--- src/rtl/hazard_ctrl_unit.sv ---
// hazard_ctrl_unit
//   Pipeline hazard controller. It drives the load enables and bubble
//   (flush) controls of the IF/ID, ID/EX, EX/MEM and MEM/WB pipeline
//   registers and the PC enable. It reacts to load-use hazards, redirects
//   resolved in EX, I-/D-cache wait states and a halt reaching WB.
//
//   Ports:
//     CLK, nRST                 clock (rising edge), async active-low reset
//     ihit, dhit                I-cache / D-cache completion strobes
//     dREN_ID_EX, Rt_ID_EX      load in EX and its destination register
//     Rs_IF_ID, Rt_IF_ID        source registers of the instruction in ID
//     dREN_EX_MEM, dWEN_EX_MEM  MEM-stage data memory request
//     redirect_EX               taken branch / jump resolved in EX
//     halt_MEM_WB               halt instruction reached WB
//     pc_en, enable_*, flush_*  pipeline register controls (Mealy)
//     halt_out                  registered "processor halted" flag
//
//   Optional feature macro: HAZARD_PERF_EN
//     When defined, adds saturating counters stall_cnt, flush_cnt and
//     dwait_cnt (CNT_W bits each). Control behaviour is identical either way.

module hazard_ctrl_unit #(
  parameter int REG_W = 5,
  parameter int CNT_W = 32
) (
  input  logic             CLK,
  input  logic             nRST,
  input  logic             ihit,
  input  logic             dhit,
  input  logic             dREN_ID_EX,
  input  logic [REG_W-1:0] Rt_ID_EX,
  input  logic [REG_W-1:0] Rs_IF_ID,
  input  logic [REG_W-1:0] Rt_IF_ID,
  input  logic             dREN_EX_MEM,
  input  logic             dWEN_EX_MEM,
  input  logic             redirect_EX,
  input  logic             halt_MEM_WB,
  output logic             pc_en,
  output logic             enable_IF_ID,
  output logic             flush_IF_ID,
  output logic             enable_ID_EX,
  output logic             flush_ID_EX,
  output logic             enable_EX_MEM,
  output logic             flush_EX_MEM,
  output logic             enable_MEM_WB,
  output logic             halt_out
`ifdef HAZARD_PERF_EN
  ,
  output logic [CNT_W-1:0] stall_cnt,
  output logic [CNT_W-1:0] flush_cnt,
  output logic [CNT_W-1:0] dwait_cnt
`endif
);

  typedef enum logic [1:0] {RUN = 2'd0, DWAIT = 2'd1, HALT = 2'd2} state_t;

  state_t state_reg, state_next;
  logic   halt_reg;

  if (CNT_W < 1) begin : g_bad_cnt_w
    $error("hazard_ctrl_unit: CNT_W must be at least 1");
  end

  // Hazard / rule decode shared by next-state, outputs and counters.
  logic memop, mem_stall, luse;
  logic rule_halt, rule_freeze, rule_redirect, rule_luse, rule_imiss;

  assign memop     = dREN_EX_MEM | dWEN_EX_MEM;
  assign mem_stall = memop & ~dhit;
  // Register 0 is hardwired, so a load "to r0" never creates a dependency.
  assign luse      = dREN_ID_EX & (Rt_ID_EX != '0) &
                     ((Rt_ID_EX == Rs_IF_ID) | (Rt_ID_EX == Rt_IF_ID));

  // Priority chain: each rule only fires when no higher rule does.
  assign rule_halt     = (state_reg == HALT) | halt_MEM_WB;
  assign rule_freeze   = ~rule_halt & mem_stall;
  assign rule_redirect = ~rule_halt & ~mem_stall & redirect_EX;
  assign rule_luse     = ~rule_halt & ~mem_stall & ~redirect_EX & luse;
  assign rule_imiss    = ~rule_halt & ~mem_stall & ~redirect_EX & ~luse & ~ihit;

  // State register
  always_ff @(posedge CLK or negedge nRST) begin
    if (!nRST) begin
      state_reg <= RUN;
      halt_reg  <= 1'b0;
    end else begin
      state_reg <= state_next;
      halt_reg  <= (state_next == HALT);
    end
  end

  // Next-state logic
  always_comb begin
    state_next = state_reg;
    case (state_reg)
      RUN: begin
        if (halt_MEM_WB)    state_next = HALT;
        else if (mem_stall) state_next = DWAIT;
      end
      DWAIT: begin
        if (dhit) state_next = RUN;
      end
      HALT:    state_next = HALT;
      default: state_next = RUN;
    endcase
  end

  // Output logic (Mealy). Everything is forced low while reset is asserted.
  always_comb begin
    pc_en         = 1'b0;
    enable_IF_ID  = 1'b0;
    flush_IF_ID   = 1'b0;
    enable_ID_EX  = 1'b0;
    flush_ID_EX   = 1'b0;
    enable_EX_MEM = 1'b0;
    flush_EX_MEM  = 1'b0;  // no rule ever bubbles EX/MEM
    enable_MEM_WB = 1'b0;
    if (nRST && !rule_halt && !rule_freeze) begin
      enable_EX_MEM = 1'b1;
      enable_MEM_WB = 1'b1;
      enable_ID_EX  = 1'b1;
      if (rule_redirect) begin
        pc_en        = 1'b1;
        enable_IF_ID = 1'b1;
        flush_IF_ID  = 1'b1;
        flush_ID_EX  = 1'b1;
      end else if (rule_luse) begin
        // Hold PC and IF/ID; insert a bubble into ID/EX.
        flush_ID_EX  = 1'b1;
      end else if (rule_imiss) begin
        // No instruction fetched: hold PC and feed a bubble into IF/ID.
        enable_IF_ID = 1'b1;
        flush_IF_ID  = 1'b1;
      end else begin
        pc_en        = 1'b1;
        enable_IF_ID = 1'b1;
      end
    end
  end

  assign halt_out = halt_reg;

`ifdef HAZARD_PERF_EN
  logic [CNT_W-1:0] stall_cnt_reg, flush_cnt_reg, dwait_cnt_reg;

  always_ff @(posedge CLK or negedge nRST) begin
    if (!nRST) begin
      stall_cnt_reg <= '0;
      flush_cnt_reg <= '0;
      dwait_cnt_reg <= '0;
    end else begin
      if ((rule_luse | rule_imiss) && (stall_cnt_reg != '1))
        stall_cnt_reg <= stall_cnt_reg + 1'b1;
      if (rule_redirect && (flush_cnt_reg != '1))
        flush_cnt_reg <= flush_cnt_reg + 1'b1;
      if (rule_freeze && (dwait_cnt_reg != '1))
        dwait_cnt_reg <= dwait_cnt_reg + 1'b1;
    end
  end

  assign stall_cnt = stall_cnt_reg;
  assign flush_cnt = flush_cnt_reg;
  assign dwait_cnt = dwait_cnt_reg;
`endif

endmodule
--- config.mk ---
export PLATFORM = sky130hd
export DESIGN_NAME = hazard_ctrl_unit
export DESIGN_NICKNAME = d
export VERILOG_FILES = /design/src/rtl/hazard_ctrl_unit.sv
export SDC_FILE = /design/constraint.sdc
export NUM_CORES = 1
export LEC_CHECK = 0
export BUFFER_PORTS_ARGS = -buffer_cell sky130_fd_sc_hd__buf_2
export CAP_MARGIN = 0
export CORE_AREA = 3 3 40 42
export DETAILED_ROUTE_END_ITERATION = 16
export DIE_AREA = 0 0 43 45
export GPL_TIMING_DRIVEN = 0
export HOLD_SLACK_MARGIN = 0.02
export PLACE_DENSITY = 0.64
export RECOVER_POWER = 25
export SYNTH_ARGS = -nofsm -noshare
export SYNTH_HDL_FRONTEND = slang
export SYNTH_SLANG_ARGS = --single-unit
--- constraint.sdc ---
create_clock -name CLK -period 1 [get_ports CLK]
set_input_delay 0.05 -clock CLK [delete_from_list [all_inputs] [get_ports CLK]]
set_output_delay 0.05 -clock CLK [all_outputs]
set_load 0.02 [all_outputs]
==> run_results.csv <==
group,metric,value,unit
worst_setup_path,reg2reg_slack,0.11,ns
timing,setup_viol,7,
timing,hold_ws,0.08935,ns
cells_and_area,largest_reg_flops,2,
detailed_routing,drc,0,
worst_setup_path,r2r_start,"state_reg[0]$_DFF_PN0_",
global_route,grt_remaining_overflow,0,
cells_and_area,drive_above_1_share,0.5301,
timing,max_freq,0.7198,GHz
floorplan,start_util,0.2551,
timing,finalCritPeriodShare,1.389,
global_route,antenna_found_initial,0,
yosys,syn_area_per_cell,7.624,um2
worst_setup_path,required,0.95,ns
detailed_routing,top_layer,"met3",
cells_and_area,final_common_cell,"buf_2",
detailed_routing,ant_nets,0,
global_route,grt_max_degree,7,
timing,final.setup.tns,-2.343,ns
placed_design,hpwl,722.7,um
power,peakVddDrop,0.4980,mV
min_path,hold_class,"primary input to flop",
detailed_routing,wl_met3,138,um
placed_design,place_area,514.2,um2
timing,finalCriticalPeriod,1.389,ns
cells_and_area,area_delta_synth_final,85.50,%
detailed_routing,wl_met2,398,um
clock_tree,insertion_delay,0.23,ns
timing,fin_skew,0.001201,ns
min_path,hold_start,"halt_MEM_WB",
cells_and_area,nFillCells,125,
power,p_total,472.0,uW
floorplan,io_pins,33,
clock_tree,clk_pin_slew,0.04,ns
cells_and_area,nets,108,
clock_tree,cts.sinks,3,
worst_setup_path,critPathMaxFanout,6,
power,power_leakage,0.3066,nW
detailed_routing,wl_met1,346,um
power,power_density,776.1,nW/um2
run_status,status,"finished, violations left",
floorplan,die_width,43,um
floorplan,core,1285,um2
yosys,yosysUniqueCellTypes,18,
flow_run,maxCapViolCount,0,
timing,fin_ws,-0.3893,ns
detailed_routing,vias_per_cell,4.439,
global_route,grt_pass1_wl,1.400,mm
global_route,grt_util_all_layers,0.1000,
global_route,grt_pass1_vias,373,
detailed_routing,wl_per_cell,9.020,um
detailed_routing,wl,884,um
yosys,yosysSeqAreaShare,0.2290,
placed_design,gp_congestion,0.7084,
clock_tree,cts_tree,"yes",
clock_tree,htreeDepth,1,
floorplan,rows,13,
cells_and_area,fin_area,608.1,um2
worst_setup_path,critPathLaunchType,"flop",
detailed_routing,vias,435,
timing,slew_viol_final,0,
floorplan,die_y,45,um
clock_tree,cts_buffers,3,
min_path,holdPathStages,3,
yosys,ys_warn_count,0,
cells_and_area,most-common-layout-cells,"buf_2 (24), buf_4 (11), xnor2_1 (10)",
yosys,yosys_register_bits,3,
cells_and_area,diodes,0,
yosys,netlist_area,327.8,um2
min_path,hold_end,"state_reg[1]$_DFF_PN0_",
floorplan,die_area,1935,um2
clock_tree,clockBufferDepth,2,
timing,rsz0062_at_grt,"true",
yosys,syn_inst,43,
detailed_routing,firstDrtPassIters,3,
detailed_routing,drtIter0Drc,2,
placed_design,io_buffers,31,
clock_tree,cts_root_buffer,"clkbuf_4",
worst_setup_path,cp-end-kind,"output pin",
yosys,synthesis.nets,67,
worst_setup_path,worstSetupPathType,"flop to output pin",
worst_setup_path,reg2reg_depth,4,
timing,finalHoldViolCount,0,
worst_setup_path,timing.rr.end,"state_reg[0]$_DFF_PN0_",
worst_setup_path,cp.arrival,1.34,ns
run_status,violations,"setup timing",
## how the worst max path moves through the flow
stage	slack, ns	startpoint	depth (start not counted)	to
after global routing	-0.50	state_reg[1]$_DFF_PN0_	5	flush_ID_EX
after global placement	-0.34	Rt_ID_EX[1]	5	flush_ID_EX
final	-0.39	state_reg[0]$_DFF_PN0_	5	flush_ID_EX
after detailed placement	-0.34	Rt_ID_EX[1]	5	flush_ID_EX
after floorplan	-0.20	state_reg[0]$_DFF_PN0_	4	flush_ID_EX
after CTS	-0.40	state_reg[0]$_DFF_PN0_	5	flush_ID_EX
## synthesized netlist by cell type, drive strengths merged
library cell | n | area [um2]
nand3 | 2 | 10.01
a21boi | 1 | 7.510
o21ai | 3 | 15.01
inv | 2 | 7.510
o2111a | 1 | 11.26
conb | 1 | 3.750
a22o | 1 | 8.760
buf | 3 | 22.52
a21oi | 2 | 10.01
o211a | 1 | 10.01
or4 | 1 | 7.510
xnor2 | 10 | 87.58
o22ai | 1 | 6.260
nand2 | 2 | 7.510
nand2b | 1 | 6.260
nor3 | 1 | 5.000
nor2 | 7 | 26.28
dfrtp | 3 | 75.07
## timing repair
action	CTS	global route
buffers inserted	2	1
gates resized for setup	8	1
hold endpoints to repair	4	0
hold buffers	2	0
endpoints found under the setup margin	7	7
## worst max-delay path: stages, from the launching register on
cell and delay (ns):
dfrtp_1 0.37, nand2b_1 0.14, o2111a_2 0.16, o211a_1 0.12, a22o_1 0.20, buf_6 0.13
## kinds of logic (layout without fill, tap and decap cells)
group / count (synthesis) / in the layout / synth area share
buffers and inverters: 5 / 45 / 0.09161
AO/OA/AOI/OAI: 10 / 10 / 0.2099
flip-flops: 3 / 3 / 0.2290
XOR/XNOR: 10 / 10 / 0.2672
other: 1 / 1 / 0.01144
AND/OR/NAND/NOR: 14 / 14 / 0.1909
## power by group
group / internal (mW) / switching, mW / total [mW]
logic: 0.0749 / 0.0606 / 0.135
registers: 0.122 / 0.000000112 / 0.122
clock network: 0.150 / 0.0647 / 0.214
## per-stage QoR
| stage | utilization | cells | worst slack [ns] |
|---|---|---|---|
| floorplan | - | 43 | -0.1954 |
| global placement | 0.4002 | 89 | -0.3408 |
| detailed placement | 0.4002 | 89 | -0.3380 |
| CTS | 0.4645 | 97 | -0.4014 |
| global route | 0.4732 | 98 | -0.4955 |
| finish | 0.4732 | 98 | -0.3893 |
## metal layers
layer	vias to the layer above	global-route usage
li1	223	-
met1	185	0.09420
met5	-	0
met3	0	0.07570
met2	27	0.1766
met4	0	0.01807
## layout make-up
class / count / area, um2 / share of cell area
sequential: 3 / 75.07 / 0.1235
timing repair buffer: 36 / 222.7 / 0.3663
tap: 15 / 18.77 / 0.03086
clock buffer: 4 / 26.28 / 0.04321
multi-input combinational: 35 / 235.2 / 0.3868
buffer: 3 / 22.52 / 0.03704
inverter: 2 / 7.507 / 0.01235
Power figures use the tool's default switching activity.
